--- src/rtl/timing_decoder_if.sv ---
// timing_decoder_if: control-unit side bundle of the timing decoder.
// Inputs to the decoder: start, halt, seq_inc, seq_clr, ir_outdata.
// Outputs from the decoder: times, opcode, indirect, run, instr_count, seq_err.
// The master modport is the control unit/user side; the slave modport is the decoder.
interface timing_decoder_if #(
   parameter int SC_W   = 4,
   parameter int ICNT_W = 16
);
   logic                 start;
   logic                 halt;
   logic                 seq_inc;
   logic                 seq_clr;
   logic [15:0]          ir_outdata;
   logic [2**SC_W-1:0]   times;
   logic [7:0]           opcode;
   logic                 indirect;
   logic                 run;
   logic [ICNT_W-1:0]    instr_count;
   logic                 seq_err;
   modport master (
      output start, halt, seq_inc, seq_clr, ir_outdata,
      input  times, opcode, indirect, run, instr_count, seq_err
   );
   modport slave (
      input  start, halt, seq_inc, seq_clr, ir_outdata,
      output times, opcode, indirect, run, instr_count, seq_err
   );
endinterface

--- src/rtl/timing_decoder.sv ---
// timing_decoder: sequence counter, run flip-flop and instruction decoder of the basic computer.
// Ports: clk (rising edge), reset (asynchronous, active-low),
//        bus (timing_decoder_if.slave): start/halt/seq_inc/seq_clr/ir_outdata in,
//        times (one-hot of sc)/opcode/indirect/run/instr_count/seq_err out.
// Optional feature macro SEQ_WRAP_GUARD_EN: seq_inc at the last sc state holds sc,
// sets the sticky seq_err and stops run; without it sc wraps and seq_err stays 0.
module timing_decoder #(
   parameter int SC_W   = 4,
   parameter int ICNT_W = 16
) (
   input logic             clk,
   input logic             reset,
   timing_decoder_if.slave bus
);
   logic [SC_W-1:0]   r_sc;
   logic              r_run;
   logic              r_indirect;
   logic              r_err;
   logic [7:0]        r_opcode;
   logic [ICNT_W-1:0] r_icnt;
   logic              w_clr;
   logic              w_inc;
   logic              w_t2;
   logic              w_ovf;
   // halt clears the counter exactly like seq_clr and also suppresses the T2 capture
   assign w_clr = bus.halt | bus.seq_clr;
   assign w_inc = bus.seq_inc & r_run;
   assign w_t2  = r_run & (r_sc == SC_W'(2)) & ~w_clr;
`ifdef SEQ_WRAP_GUARD_EN
   assign w_ovf = w_inc & ~w_clr & (r_sc == {SC_W{1'b1}});
`else
   assign w_ovf = 1'b0;
`endif
   always_ff @(posedge clk or negedge reset)
      if (!reset) begin
         r_sc       <= '0;
         r_run      <= 1'b0;
         r_indirect <= 1'b0;
         r_err      <= 1'b0;
         r_opcode   <= '0;
         r_icnt     <= '0;
      end else begin
         r_sc  <= w_clr ? '0 : (w_inc & ~w_ovf) ? r_sc + SC_W'(1) : r_sc;
         r_run <= (bus.halt | w_ovf) ? 1'b0 : (bus.start | r_run);
         r_err <= r_err | w_ovf;
         if (w_t2) begin
            r_opcode   <= 8'b1 << bus.ir_outdata[14:12];
            r_indirect <= bus.ir_outdata[15];
            r_icnt     <= r_icnt + ICNT_W'(1);
         end
      end
   assign bus.times       = {{(2**SC_W-1){1'b0}}, 1'b1} << r_sc;
   assign bus.opcode      = r_opcode;
   assign bus.indirect    = r_indirect;
   assign bus.run         = r_run;
   assign bus.instr_count = r_icnt;
   assign bus.seq_err     = r_err;
endmodule

--- src/flat_wrapper.sv ---
// flat-port wrapper written by rule: the top's interface ports become plain ports
module timing_decoder_flat 
#(
   parameter int SC_W   = 4,
   parameter int ICNT_W = 16
)
  (clk, reset, bus_start, bus_halt, bus_seq_inc, bus_seq_clr, bus_ir_outdata, bus_times, bus_opcode, bus_indirect, bus_run, bus_instr_count, bus_seq_err);
  timing_decoder_if #(.SC_W(SC_W), .ICNT_W(ICNT_W)) bus_i ();
  input logic clk;
  input logic reset;
  input wire logic [$bits(bus_i.start)-1:0] bus_start;
  input wire logic [$bits(bus_i.halt)-1:0] bus_halt;
  input wire logic [$bits(bus_i.seq_inc)-1:0] bus_seq_inc;
  input wire logic [$bits(bus_i.seq_clr)-1:0] bus_seq_clr;
  input wire logic [$bits(bus_i.ir_outdata)-1:0] bus_ir_outdata;
  output wire logic [$bits(bus_i.times)-1:0] bus_times;
  output wire logic [$bits(bus_i.opcode)-1:0] bus_opcode;
  output wire logic [$bits(bus_i.indirect)-1:0] bus_indirect;
  output wire logic [$bits(bus_i.run)-1:0] bus_run;
  output wire logic [$bits(bus_i.instr_count)-1:0] bus_instr_count;
  output wire logic [$bits(bus_i.seq_err)-1:0] bus_seq_err;
  assign bus_i.start = bus_start;
  assign bus_i.halt = bus_halt;
  assign bus_i.seq_inc = bus_seq_inc;
  assign bus_i.seq_clr = bus_seq_clr;
  assign bus_i.ir_outdata = bus_ir_outdata;
  assign bus_times = bus_i.times;
  assign bus_opcode = bus_i.opcode;
  assign bus_indirect = bus_i.indirect;
  assign bus_run = bus_i.run;
  assign bus_instr_count = bus_i.instr_count;
  assign bus_seq_err = bus_i.seq_err;
  timing_decoder #(.SC_W(SC_W), .ICNT_W(ICNT_W)) u_core (.clk(clk), .reset(reset), .bus(bus_i));
endmodule
--- config.mk ---
export PLATFORM = sky130hd
export DESIGN_NAME = timing_decoder_flat
export DESIGN_NICKNAME = d
export VERILOG_FILES = /design/src/rtl/timing_decoder_if.sv /design/src/rtl/timing_decoder.sv /design/src/flat_wrapper.sv
export SDC_FILE = /design/constraint.sdc
export NUM_CORES = 1
export LEC_CHECK = 0
export CORE_MARGIN = 3
export CORE_UTILIZATION = 42
export CTS_CLUSTER_SIZE = 40
export DETAILED_ROUTE_END_ITERATION = 6
export GPL_TIMING_DRIVEN = 0
export PLACE_DENSITY = 0.79
export SLEW_MARGIN = 20
export SYNTH_ARGS = -nofsm -noshare
export SYNTH_HDL_FRONTEND = slang
export SYNTH_SLANG_ARGS = --single-unit
--- constraint.sdc ---
create_clock -name clk -period 1.7 [get_ports clk]
set_input_delay 0.17 -clock clk [delete_from_list [all_inputs] [get_ports clk]]
set_output_delay 0.17 -clock clk [all_outputs]
set_load 0.02 [all_outputs]
==> Yosys cells after proc, flatten, opt, wreduce, memory -nomap -nowiden <==
Index checks and enable logic that the tools add are counted.
{ "totals": {"reg_bits": 30, "input_bits": 22, "output_inout_bits": 43, "wordCells": 20} }
{ "classes": {"n_addsub": 2, "n_eq_ne": 1, "n_shift": 2, "muxes": 3, "n_bitwise": 6, "reduce_logical": 1} }
{ "ops": {"columns": ["op", "n"], "rows": [
  ["adder 16 x 1 -> 16 bit, second input constant", 1],
  ["<< shifter 1 x 4 -> 16 bit, first input constant", 1],
  ["two-way mux 4 bit", 2],
  ["<< shifter 1 x 3 -> 8 bit, first input constant", 1],
  ["adder 4 x 1 -> 4 bit, second input constant", 1],
  ["equality test 4 x 2 -> 1 bit, second input constant", 1],
  ["bitwise AND 1 bit", 3],
  ["OR 1 bit", 2],
  ["nonzero test 2 bit", 1],
  ["two-way mux 1 bit", 1],
  ["inverter 1 bit", 1]
]} }

==> Depth between registers and ports, before layout <==
Gate-level depths: netlist of run 1.
{ "logic_depth": {"ltp_word": 3, "depth_mapped": 7, "ltp_nobuf": 6} }

==> Worst setup path after synthesis of run 1 <==
Ideal clock, no wire load.
{ "synth_path": {"path_kind": "reg2reg", "from": "register u_core.r_sc[0]", "to": "register u_core.r_icnt[12] (netlist: u_core.bus.instr_count[12])", "setup_time_ps": 80, "t_arrival_ps": 1647, "required_ps": 1620, "slack_ps": -27, "path_stages_with_launch": 7, "n_path_buf": 0, "period_less_slack_ps": 1727, "cell_sequence": "dfrtp_1 > inv_1 > ha_1 > nor3b_4 > nand4_1 > nor3_2 > xor2_1"} }
{ "synth_via": {"elab_chain_cells": 3} }
{ "synth_lines": {"columns": ["element", "line", "text"], "rows": [
  ["from (decl)", "timing_decoder.sv:15", "logic [SC_W-1:0] r_sc;"],
  ["from (signal assigned)", "timing_decoder.sv:43", "r_sc <= w_clr ? '0 : (w_inc & ~w_ovf) ? r_sc + SC_W'(1) : r_sc;"],
  ["equality test 4 x 2 -> 1 bit", "timing_decoder.sv:28", "assign w_t2 = r_run & (r_sc == SC_W'(2)) & ~w_clr;"],
  ["bitwise AND 1 bit (2 in a row)", "timing_decoder.sv:28", null],
  ["to (signal assigned)", "timing_decoder.sv:49", "r_icnt <= r_icnt + ICNT_W'(1);"],
  ["to (decl)", "timing_decoder.sv:20", "logic [ICNT_W-1:0] r_icnt;"]
]} }
No other way between the ends.
A chain may end at the register's enable or synchronous reset.

==> Worst setup path in the final report of run 1 <==
{ "layout_path": {"from": "register u_core.r_sc[0]", "to": "output bus_times[2]"} }
{ "layout_via": {"elab_chain_cells": 1} }
{ "layout_lines": {"columns": ["element", "line", "text"], "rows": [
  ["<< shifter 1 x 4 -> 16 bit", "timing_decoder.sv:52", "assign bus.times = {{(2**SC_W-1){1'b0}}, 1'b1} << r_sc;"],
  ["to (decl)", "flat_wrapper.sv:16", "output wire logic [$bits(bus_i.times)-1:0] bus_times;"]
]} }
No other way between the ends.

==> summary.json, run 1 <==
{
  "clock.fmax_mhz": 598,
  "hold_path_depth": 3,
  "preCtsSetupSlack_ps": -206,
  "synth_warnings": 0,
  "finalCritPeriodShare_pct": 98.3,
  "clk-insertion-delay-late_ps": 280,
  "global_route_wire_length_before_repair_um": 6230,
  "comb_power_share_pct": 6.2,
  "timing.critical_path.required_ps": 1530,
  "tritoncts": "yes",
  "crit_end_element": "output pin",
  "p_seq_share_pct": 51.7,
  "ant_nets": 0,
  "max_clock_skew_ps": 7.07,
  "die-height_um": 66.6,
  "num_rows": 21,
  "internal_power_mw": 1.08,
  "netlist_area_sq_mm": 0.00154,
  "synth_seq_cells": 30,
  "finalSetupViolCount": 0,
  "final_max_slew_viol_count": 0,
  "avgSynthCellArea_sq_um": 10.3,
  "design_power_total_mw": 1.39,
  "data_arrival_time_of_the_worst_path_ps": 1500,
  "yosysSeqAreaShare_pct": 48.7,
  "slew-limit-headroom_pct": 55.8,
  "netSwitchingPower_mw": 0.315,
  "worstSetupStartpoint": "u_core.r_sc[0]$_DFFE_PN0P_",
  "start_util_pct": 44.7,
  "hold_viol": 0,
  "power_frac_clock_pct": 42.1,
  "reg_to_reg_startpoint": "u_core.r_sc[0]$_DFFE_PN0P_",
  "ff2ff_path_depth": 7,
  "post_dr_wirelength_cell_um": 14.6,
  "finalNonFillerCells": 261,
  "routed-via-count": 1296,
  "fraction_of_final_layout_cells_with_drive_strength_greater_than_1_pct": 25.6,
  "grt.total_usage_pct": 19.0,
  "overflow": 0,
  "slew_of_the_pin_with_the_lowest_slew_margin_ps": 663,
  "reg2reg_slack_ps": 40,
  "crit_fanout": 4,
  "placed_cells_incl_taps": 246,
  "cells_after_synth": 149,
  "chipWidth_um": 66.6,
  "design.core.area_sq_mm": 0.00344,
  "sw_frac_of_total_pct": 22.6,
  "min_period_ps": 1670,
  "cts.reportedPaths.clkPinSlew_ps": 60,
  "grt_max_degree": 31,
  "clk_path_buf_depth": 2,
  "worstSetupEndpoint": "bus_times[2]",
  "cts.htree.levels": 2,
  "powerDensity_mw_per_mm2": 610,
  "synthDistinctLibCells": 32,
  "layout.filler_cells": 295,
  "detail_route.first_pass.iterations": 6,
  "outcome": "complete, no violations",
  "postSynthNetCount": 178,
  "critical_path.reg2reg.endpoint": "u_core.bus.instr_count[10]$_DFFE_PN0P_",
  "first_global_vias": 1303,
  "grt_antenna_before_repair": 0,
  "finish.net_count": 243,
  "die_area_sq_mm": 0.00443,
  "cp-start-kind": "flip-flop",
  "power.ir.vdd_worst_uv": 461,
  "drt_iter0_markers": 35,
  "vias_per_cell": 4.97,
  "cts_inserted_buffers": 5,
  "hold-worst-slack_ps": 424,
  "ioPinCount": 65,
  "setup.worst_path.class": "reg2out",
  "static-leakage-power_nw": 1.10,
  "hp-class": "in2reg",
  "layout_overhead_on_the_synthesized_area_pct": 48.5,
  "rsz_0062_raised_after_global_routing": "yes",
  "cts_num_sinks": 30,
  "timing.final.ws_setup_ps": 28.4,
  "drc": 0,
  "detailedPlacementHpwl_um": 2680,
  "postRouteWirelength_um": 3800,
  "antenna_diode_instance_count": 0,
  "buffer_ports.inserted": 51,
  "drv_cap": 0,
  "place.gp.congestion": 0.793,
  "cts_root_buffer": "sky130_fd_sc_hd__clkbuf_8"
}
## per-layer routing
| layer | GRT usage, % | vias up | part of all wire [%] |
|---|---|---|---|
| met5 | 0 | - | 0 |
| met4 | 6.09 | 0 | 1.3 |
| met3 | 6.58 | 5 | 5.5 |
| met1 | 22.9 | 624 | 41 |
| li1 | - | 632 | - |
| met2 | 31.6 | 35 | 52 |
## worst max-delay path, stage by stage (launching register included)
cell	delay, ps
sky130_fd_sc_hd__dfrtp_1	390
sky130_fd_sc_hd__inv_2	120
sky130_fd_sc_hd__ha_4	140
sky130_fd_sc_hd__nor3b_4	210
sky130_fd_sc_hd__dlygate4sd2_1	360
## metrics by stage
stage               TNS, ps  util (%)  cell area (sq um)
finish                    0      66.4               2290
global route           -283      66.4               2290
CTS                   -11.7      64.9               2230
detailed placement    -2300      61.2               2110
global placement      -1310      61.3               2110
floorplan                 0         -               1540
## Yosys cell counts
| master | n | area share [%] |
|---|---|---|
| sky130_fd_sc_hd__dfrtp_1 | 30 | 49 |
| sky130_fd_sc_hd__nor4_2 | 2 | 1.6 |
| sky130_fd_sc_hd__nand2_1 | 22 | 5.4 |
| sky130_fd_sc_hd__and4_1 | 2 | 1.1 |
| sky130_fd_sc_hd__clkbuf_1 | 2 | 0.49 |
| sky130_fd_sc_hd__and3_1 | 8 | 3.2 |
| sky130_fd_sc_hd__conb_1 | 1 | 0.24 |
| sky130_fd_sc_hd__nand3_2 | 1 | 0.65 |
| sky130_fd_sc_hd__o41ai_1 | 4 | 2.3 |
| sky130_fd_sc_hd__mux2i_1 | 1 | 0.65 |
| sky130_fd_sc_hd__and2_1 | 6 | 2.4 |
| sky130_fd_sc_hd__nor3b_2 | 1 | 0.81 |
| sky130_fd_sc_hd__o31ai_1 | 2 | 0.97 |
| sky130_fd_sc_hd__xnor2_1 | 10 | 5.7 |
| sky130_fd_sc_hd__nand3_1 | 6 | 1.9 |
| sky130_fd_sc_hd__buf_4 | 1 | 0.49 |
| sky130_fd_sc_hd__nor2b_1 | 2 | 0.81 |
| sky130_fd_sc_hd__inv_2 | 1 | 0.24 |
| sky130_fd_sc_hd__a21oi_1 | 1 | 0.32 |
| sky130_fd_sc_hd__nand2_2 | 1 | 0.41 |
| sky130_fd_sc_hd__nand4_1 | 2 | 0.81 |
| sky130_fd_sc_hd__xor2_1 | 7 | 4.0 |
| sky130_fd_sc_hd__nor3b_4 | 1 | 1.2 |
| sky130_fd_sc_hd__nor3b_1 | 2 | 0.97 |
| sky130_fd_sc_hd__ha_1 | 7 | 5.7 |
| sky130_fd_sc_hd__o21ai_0 | 2 | 0.65 |
| sky130_fd_sc_hd__nor2_1 | 7 | 1.7 |
| sky130_fd_sc_hd__nor3_2 | 1 | 0.65 |
| sky130_fd_sc_hd__buf_6 | 1 | 0.73 |
| sky130_fd_sc_hd__nor3_4 | 1 | 1.1 |
| sky130_fd_sc_hd__nor3_1 | 7 | 2.3 |
| sky130_fd_sc_hd__inv_1 | 7 | 1.7 |
## logic make-up (layout without fill, tap and decap cells)
family | Yosys count | count (layout) | share of synthesized area (%)
XOR/XNOR | 17 | 17 | 9.67
AO/OA/AOI/OAI | 9 | 9 | 4.22
buffers and inverters | 12 | 78 | 3.66
other | 1 | 1 | 0.243
multiplexers | 1 | 1 | 0.650
adder cells (fa/ha/maj) | 7 | 7 | 5.69
flip-flops | 30 | 30 | 48.7
AND/OR/NAND/NOR | 72 | 72 | 27.1
## power by group through the flow
stage	logic, mW	clock network, mW	registers (mW)
final	0.0863	0.588	0.721
after global routing	0.0949	0.640	0.721
after CTS	0.0840	0.598	0.721
after detailed placement	0.0811	0	0.734
after global placement	0.0800	0	0.734
after floorplan	0.0235	0	0.737
## flip-flops by register name, indices dropped and copies added (netlist names)
name                    cells
u_core.bus.indirect         1
u_core.bus.opcode           8
u_core.bus.run              1
u_core.bus.instr_count     16
u_core.r_sc                 4
## layout by cell type, fill, tap and decap left out, types with 2 or more instances in the layout
master / synthesis / routed
sky130_fd_sc_hd__clkdlybuf4s50_1: 0 / 34
sky130_fd_sc_hd__dfrtp_1: 30 / 27
sky130_fd_sc_hd__nand2_1: 22 / 22
sky130_fd_sc_hd__xnor2_1: 10 / 10
sky130_fd_sc_hd__and3_1: 8 / 8
sky130_fd_sc_hd__buf_4: 1 / 8
sky130_fd_sc_hd__nor2_1: 7 / 7
sky130_fd_sc_hd__xor2_1: 7 / 7
sky130_fd_sc_hd__nand3_1: 6 / 6
sky130_fd_sc_hd__clkbuf_8: 0 / 6
sky130_fd_sc_hd__buf_2: 0 / 6
sky130_fd_sc_hd__clkbuf_2: 0 / 5
sky130_fd_sc_hd__and2_1: 6 / 5
sky130_fd_sc_hd__inv_1: 7 / 5
sky130_fd_sc_hd__nor3_1: 7 / 5
sky130_fd_sc_hd__ha_2: 0 / 4
sky130_fd_sc_hd__inv_2: 1 / 3
sky130_fd_sc_hd__o41ai_2: 0 / 3
sky130_fd_sc_hd__clkdlybuf4s15_1: 0 / 3
sky130_fd_sc_hd__dfrtp_2: 0 / 3
sky130_fd_sc_hd__nor3b_1: 2 / 2
sky130_fd_sc_hd__nor2b_1: 2 / 2
sky130_fd_sc_hd__buf_6: 1 / 2
sky130_fd_sc_hd__o31ai_1: 2 / 2
sky130_fd_sc_hd__o21ai_0: 2 / 2
sky130_fd_sc_hd__and4_1: 2 / 2
sky130_fd_sc_hd__nand4_1: 2 / 2
sky130_fd_sc_hd__nor3_2: 1 / 2
sky130_fd_sc_hd__nor4_2: 2 / 2
sky130_fd_sc_hd__nor3_4: 1 / 2
sky130_fd_sc_hd__ha_1: 7 / 2
sky130_fd_sc_hd__clkdlybuf4s15_2: 0 / 2
## worst min-delay path by stage
stage,to,start
final,u_core.bus.indirect$_DFFE_PN0P_,bus_ir_outdata[15]
after global routing,u_core.bus.indirect$_DFFE_PN0P_,bus_ir_outdata[15]
after CTS,u_core.bus.indirect$_DFFE_PN0P_,bus_ir_outdata[15]
after detailed placement,u_core.bus.instr_count[10]$_DFFE_PN0P_,reset
after global placement,u_core.bus.instr_count[15]$_DFFE_PN0P_,u_core.bus.instr_count[15]$_DFFE_PN0P_
after floorplan,u_core.bus.indirect$_DFFE_PN0P_,reset
## area by class of cell
| cell class | count | area, sq um | area share [%] |
|---|---|---|---|
| clock buffer | 7 | 86.3 | 3.77 |
| timing repair buffer | 58 | 520 | 22.8 |
| inverter | 8 | 30.0 | 1.31 |
| sequential | 30 | 754 | 33.0 |
| multi-input combinational | 107 | 805 | 35.2 |
| tap | 46 | 57.6 | 2.52 |
| buffer | 4 | 28.8 | 1.26 |
| clock inverter | 1 | 5.00 | 0.219 |
## repair_timing
action | CTS | global route
endpoints found under the setup margin | 36 | 25
hold endpoints to repair | 30 | 0
gates resized for setup | 53 | 21
setup buffers | 4 | 2
hold buffers | 1 | 0
pin swaps | 2 | 9
No activity file was read; power rests on OpenSTA's default activity.
==> run 2: changes to the inputs <==
--- a/config.mk
+++ b/config.mk
@@ -5,7 +5,8 @@
 export SDC_FILE = /design/constraint.sdc
 export NUM_CORES = 1
 export LEC_CHECK = 0
-export CORE_MARGIN = 3
+export CAP_MARGIN = 5
+export CORE_MARGIN = 8
 export CORE_UTILIZATION = 42
 export CTS_CLUSTER_SIZE = 40
 export DETAILED_ROUTE_END_ITERATION = 6
==> run 2 against run 1 <==
Net effect: combinational power up 2%; die area up 32%; sequential power barely moved; via count decreased by 0.39%; cell count rose by 1.1%; cell area is 0.49% lower; clock skew is 1.7 ps lower; sequential share of layout area grew 0.11 points; count of clock-buffer cells in the layout decreased by 2; global-route usage decreased by 6.4 points; register-to-register slack improved by 30 ps; setup slack improved by 9.8 ps.
==> summary.json, run 2 (same netlist as run 1, synthesis figures left out) <==
{
  "layout_overhead_on_the_synthesized_area": {"value": 47.8, "unit": "%", "change": "was 48.5%"},
  "sw_frac_of_total": {"value": 23.0, "unit": "%", "change": "was 22.6%"},
  "first_global_vias": {"value": 1347, "change": "was 1303"},
  "die-height": {"value": 76.6, "unit": "um", "change": "was 66.6 um"},
  "comb_power_share": {"value": 6.6, "unit": "%", "change": "was 6.2%"},
  "vias_per_cell": {"value": 4.89, "change": "was 4.97"},
  "design_power_total": {"value": 1.34, "unit": "mW", "change": "was 1.39 mW"},
  "clock.fmax": {"value": 602, "unit": "MHz", "change": "was 598 MHz"},
  "setup.worst_path.class": {"value": "reg2out", "change": "unchanged"},
  "timing.critical_path.slowest_cell_delay": {"value": 440, "unit": "ps", "change": "was 390 ps"},
  "worst_path_cell_chain": {"value": "ha_4, buf_4, and3_1, dlygate4sd2_1", "change": "was inv_2, ha_4, nor3b_4, dlygate4sd2_1"},
  "final_max_slew_viol_count": {"value": 0, "change": "unchanged"},
  "detail_route.first_pass.iterations": {"value": 4, "change": "was 6"},
  "max_clock_skew": {"value": 5.32, "unit": "ps", "change": "was 7.07 ps"},
  "detailedPlacementHpwl": {"value": 2670, "unit": "um", "change": "was 2680 um"},
  "worst_path_max_delay_cell": {"value": "sky130_fd_sc_hd__dfrtp_1", "change": "unchanged"},
  "crit_end_element": {"value": "output pin", "change": "unchanged"},
  "cp-start-kind": {"value": "flip-flop", "change": "unchanged"},
  "static-leakage-power": {"value": 1.10, "unit": "nW", "change": "about the same"},
  "finalCritPeriodShare": {"value": 97.8, "unit": "%", "change": "was 98.3%"},
  "worstPathBufferInverterCount": {"value": 2, "change": "unchanged"},
  "slew_of_the_pin_with_the_lowest_slew_margin": {"value": 655, "unit": "ps", "change": "was 663 ps"},
  "hold-worst-slack": {"value": 424, "unit": "ps", "change": "about the same"},
  "grt_max_degree": {"value": 31, "change": "unchanged"},
  "num_rows": {"value": 22, "change": "was 21"},
  "timing.critical_path.required": {"value": 1530, "unit": "ps", "change": "about the same"},
  "fin_util": {"value": 63.1, "unit": "%", "change": "was 66.4%"},
  "layout_commonest_cell": {"value": "sky130_fd_sc_hd__clkdlybuf4s50_1", "change": "unchanged"},
  "timing.setup.tns": {"value": 0, "unit": "ps", "change": "unchanged"},
  "postRouteWirelength": {"value": 3690, "unit": "um", "change": "was 3800 um"},
  "powerDensity": {"value": 587, "unit": "mW/mm^2", "change": "was 610 mW/mm^2"},
  "finish.net_count": {"value": 245, "change": "was 243"},
  "largest_register_ffs": {"value": 16, "change": "unchanged"},
  "cts_num_sinks": {"value": 30, "change": "unchanged"},
  "internal_power": {"value": 1.03, "unit": "mW", "change": "was 1.08 mW"},
  "hp-class": {"value": "in2reg", "change": "unchanged"},
  "rsz_0062_raised_after_global_routing": {"value": "yes", "change": "unchanged"},
  "post_dr_wirelength_cell": {"value": 14.0, "unit": "um", "change": "was 14.6 um"},
  "drc": {"value": 0, "change": "unchanged"},
  "cts_root_buffer": {"value": "sky130_fd_sc_hd__clkbuf_8", "change": "unchanged"},
  "ioPinCount": {"value": 65, "change": "unchanged"},
  "cts.htree.levels": {"value": 2, "change": "unchanged"},
  "cp_top_family": {"value": "flip-flops", "change": "was buffers and inverters"},
  "die_area": {"value": 0.00586, "unit": "sq mm", "change": "was 0.00443 sq mm"},
  "global_route_wire_length_before_repair": {"value": 6180, "unit": "um", "change": "was 6230 um"},
  "cts.reportedPaths.clkPinSlew": {"value": 60, "unit": "ps", "change": "about the same"},
  "design.core.area": {"value": 0.00361, "unit": "sq mm", "change": "was 0.00344 sq mm"},
  "cts_inserted_buffers": {"value": 5, "change": "unchanged"},
  "netSwitchingPower": {"value": 0.306, "unit": "mW", "change": "was 0.315 mW"},
  "hold_viol": {"value": 0, "change": "unchanged"},
  "crit_fanout": {"value": 4, "change": "unchanged"},
  "place.gp.congestion": {"value": 0.764, "change": "was 0.793"},
  "data_arrival_time_of_the_worst_path": {"value": 1490, "unit": "ps", "change": "was 1500 ps"},
  "outcome": {"value": "complete, no violations", "change": "unchanged"},
  "tritoncts": {"value": "yes", "change": "unchanged"},
  "overflow": {"value": 0, "change": "unchanged"},
  "drv_cap": {"value": 0, "change": "unchanged"},
  "preCtsSetupSlack": {"value": -212, "unit": "ps", "change": "was -206 ps"},
  "clk-insertion-delay-late": {"value": 270, "unit": "ps", "change": "was 280 ps"},
  "drt_iter0_markers": {"value": 70, "change": "was 35"},
  "fraction_of_final_layout_cells_with_drive_strength_greater_than_1": {"value": 25.5, "unit": "%", "change": "was 25.6%"},
  "routed-via-count": {"value": 1291, "change": "was 1296"},
  "power.ir.vdd_worst": {"value": 523, "unit": "uV", "change": "was 461 uV"},
  "finalSetupViolCount": {"value": 0, "change": "unchanged"},
  "buffer_ports.inserted": {"value": 51, "change": "unchanged"},
  "start_util": {"value": 42.7, "unit": "%", "change": "was 44.7%"},
  "antenna_diode_instance_count": {"value": 0, "change": "unchanged"},
  "p_seq_share": {"value": 54.0, "unit": "%", "change": "was 51.7%"},
  "timing.final.ws_setup": {"value": 38.2, "unit": "ps", "change": "was 28.4 ps"},
  "chipWidth": {"value": 76.6, "unit": "um", "change": "was 66.6 um"},
  "power_frac_clock": {"value": 39.4, "unit": "%", "change": "was 42.1%"},
  "clk_path_buf_depth": {"value": 2, "change": "unchanged"},
  "grt_antenna_before_repair": {"value": 0, "change": "unchanged"},
  "grt.total_usage": {"value": 12.6, "unit": "%", "change": "was 19.0%"},
  "ant_nets": {"value": 0, "change": "unchanged"},
  "min_period": {"value": 1660, "unit": "ps", "change": "was 1670 ps"},
  "slew-limit-headroom": {"value": 56.3, "unit": "%", "change": "was 55.8%"},
  "most_frequent_cells_in_the_layout": {"value": "34 x sky130_fd_sc_hd__clkdlybuf4s50_1, 28 x sky130_fd_sc_hd__dfrtp_1, 22 x sky130_fd_sc_hd__nand2_1", "change": "was 34 x sky130_fd_sc_hd__clkdlybuf4s50_1, 27 x sky130_fd_sc_hd__dfrtp_1, 22 x sky130_fd_sc_hd__nand2_1"}
}
-- run 2: path summary, 6_finish.rpt --
| path | start | slack (ps) | to | depth (start not counted) |
|---|---|---|---|---|
| worst min register to register | u_core.bus.instr_count[15]$_DFFE_PN0P_ | 470 | u_core.bus.instr_count[15]$_DFFE_PN0P_ | 1 |
| worst max-delay path | u_core.r_sc[1]$_DFFE_PN0P_ | 40 | bus_times[14] | 4 |
| max in group asynchronous | reset | 780 | u_core.r_sc[2]$_DFFE_PN0P_ | 2 |
| worst min-delay path | bus_ir_outdata[15] | 420 | u_core.bus.indirect$_DFFE_PN0P_ | 3 |
| worst max register to register | u_core.r_sc[0]$_DFFE_PN0P_ | 70 | u_core.bus.instr_count[8]$_DFFE_PN0P_ | 7 |
| min in group asynchronous | reset | 460 | u_core.r_sc[3]$_DFFE_PN0P_ | 2 |
-- run 2: final cells by class --
type                            count  area, sq um
Fill cell                         299         1330
Multi-Input combinational cell    107          803
Sequential cell                    30          753
Timing Repair Buffer               60          522
Clock buffer                        5         68.8
Tap cell                           48         60.1
Inverter                            8         30.0
Buffer                              4         28.8
Clock inverter                      2         10.0
-- run 2: per-layer routing --
metal  wire length (um)  track usage [%]  share of wire [%]
met5                  0                0                  0
met4                 53             5.19                1.4
met1               1630             14.4                 44
met3                200             4.36                5.4
met2               1800             21.1                 49
-- run 2: power groups by stage --
stage	clock network (mW)	registers, mW	logic, mW
6_report	0.527	0.721	0.0877
5_1_grt	0.569	0.721	0.0975
4_1_cts	0.544	0.721	0.0853
3_5_place_dp	0	0.734	0.0811
3_3_place_gp	0	0.734	0.0809
2_1_floorplan	0	0.737	0.0235
-- run 2: through the flow --
stage / std cells / instance area [sq um]
final: 264 / 2280
after global routing: 264 / 2280
after CTS: 262 / 2230
after detailed placement: 248 / 2110
after global placement: 248 / 2110
after floorplan: 149 / 1540
-- run 2: repair_timing --
action	4_1_cts	5_1_grt
setup endpoints to repair	34	29
hold buffers	1	0
gates resized for setup	45	25
pin swaps	2	3
buffers inserted	6	2
cloned	0	0
endpoints found under the hold margin	30	0
-- run 2: worst register-to-register path, delay by kind of cell (launching register included) --
family	cells	cell delay [ps]
buf+inv	3	460
simple gates	2	420
fa+ha+maj	1	140
flops	1	390
xor+xnor	1	110
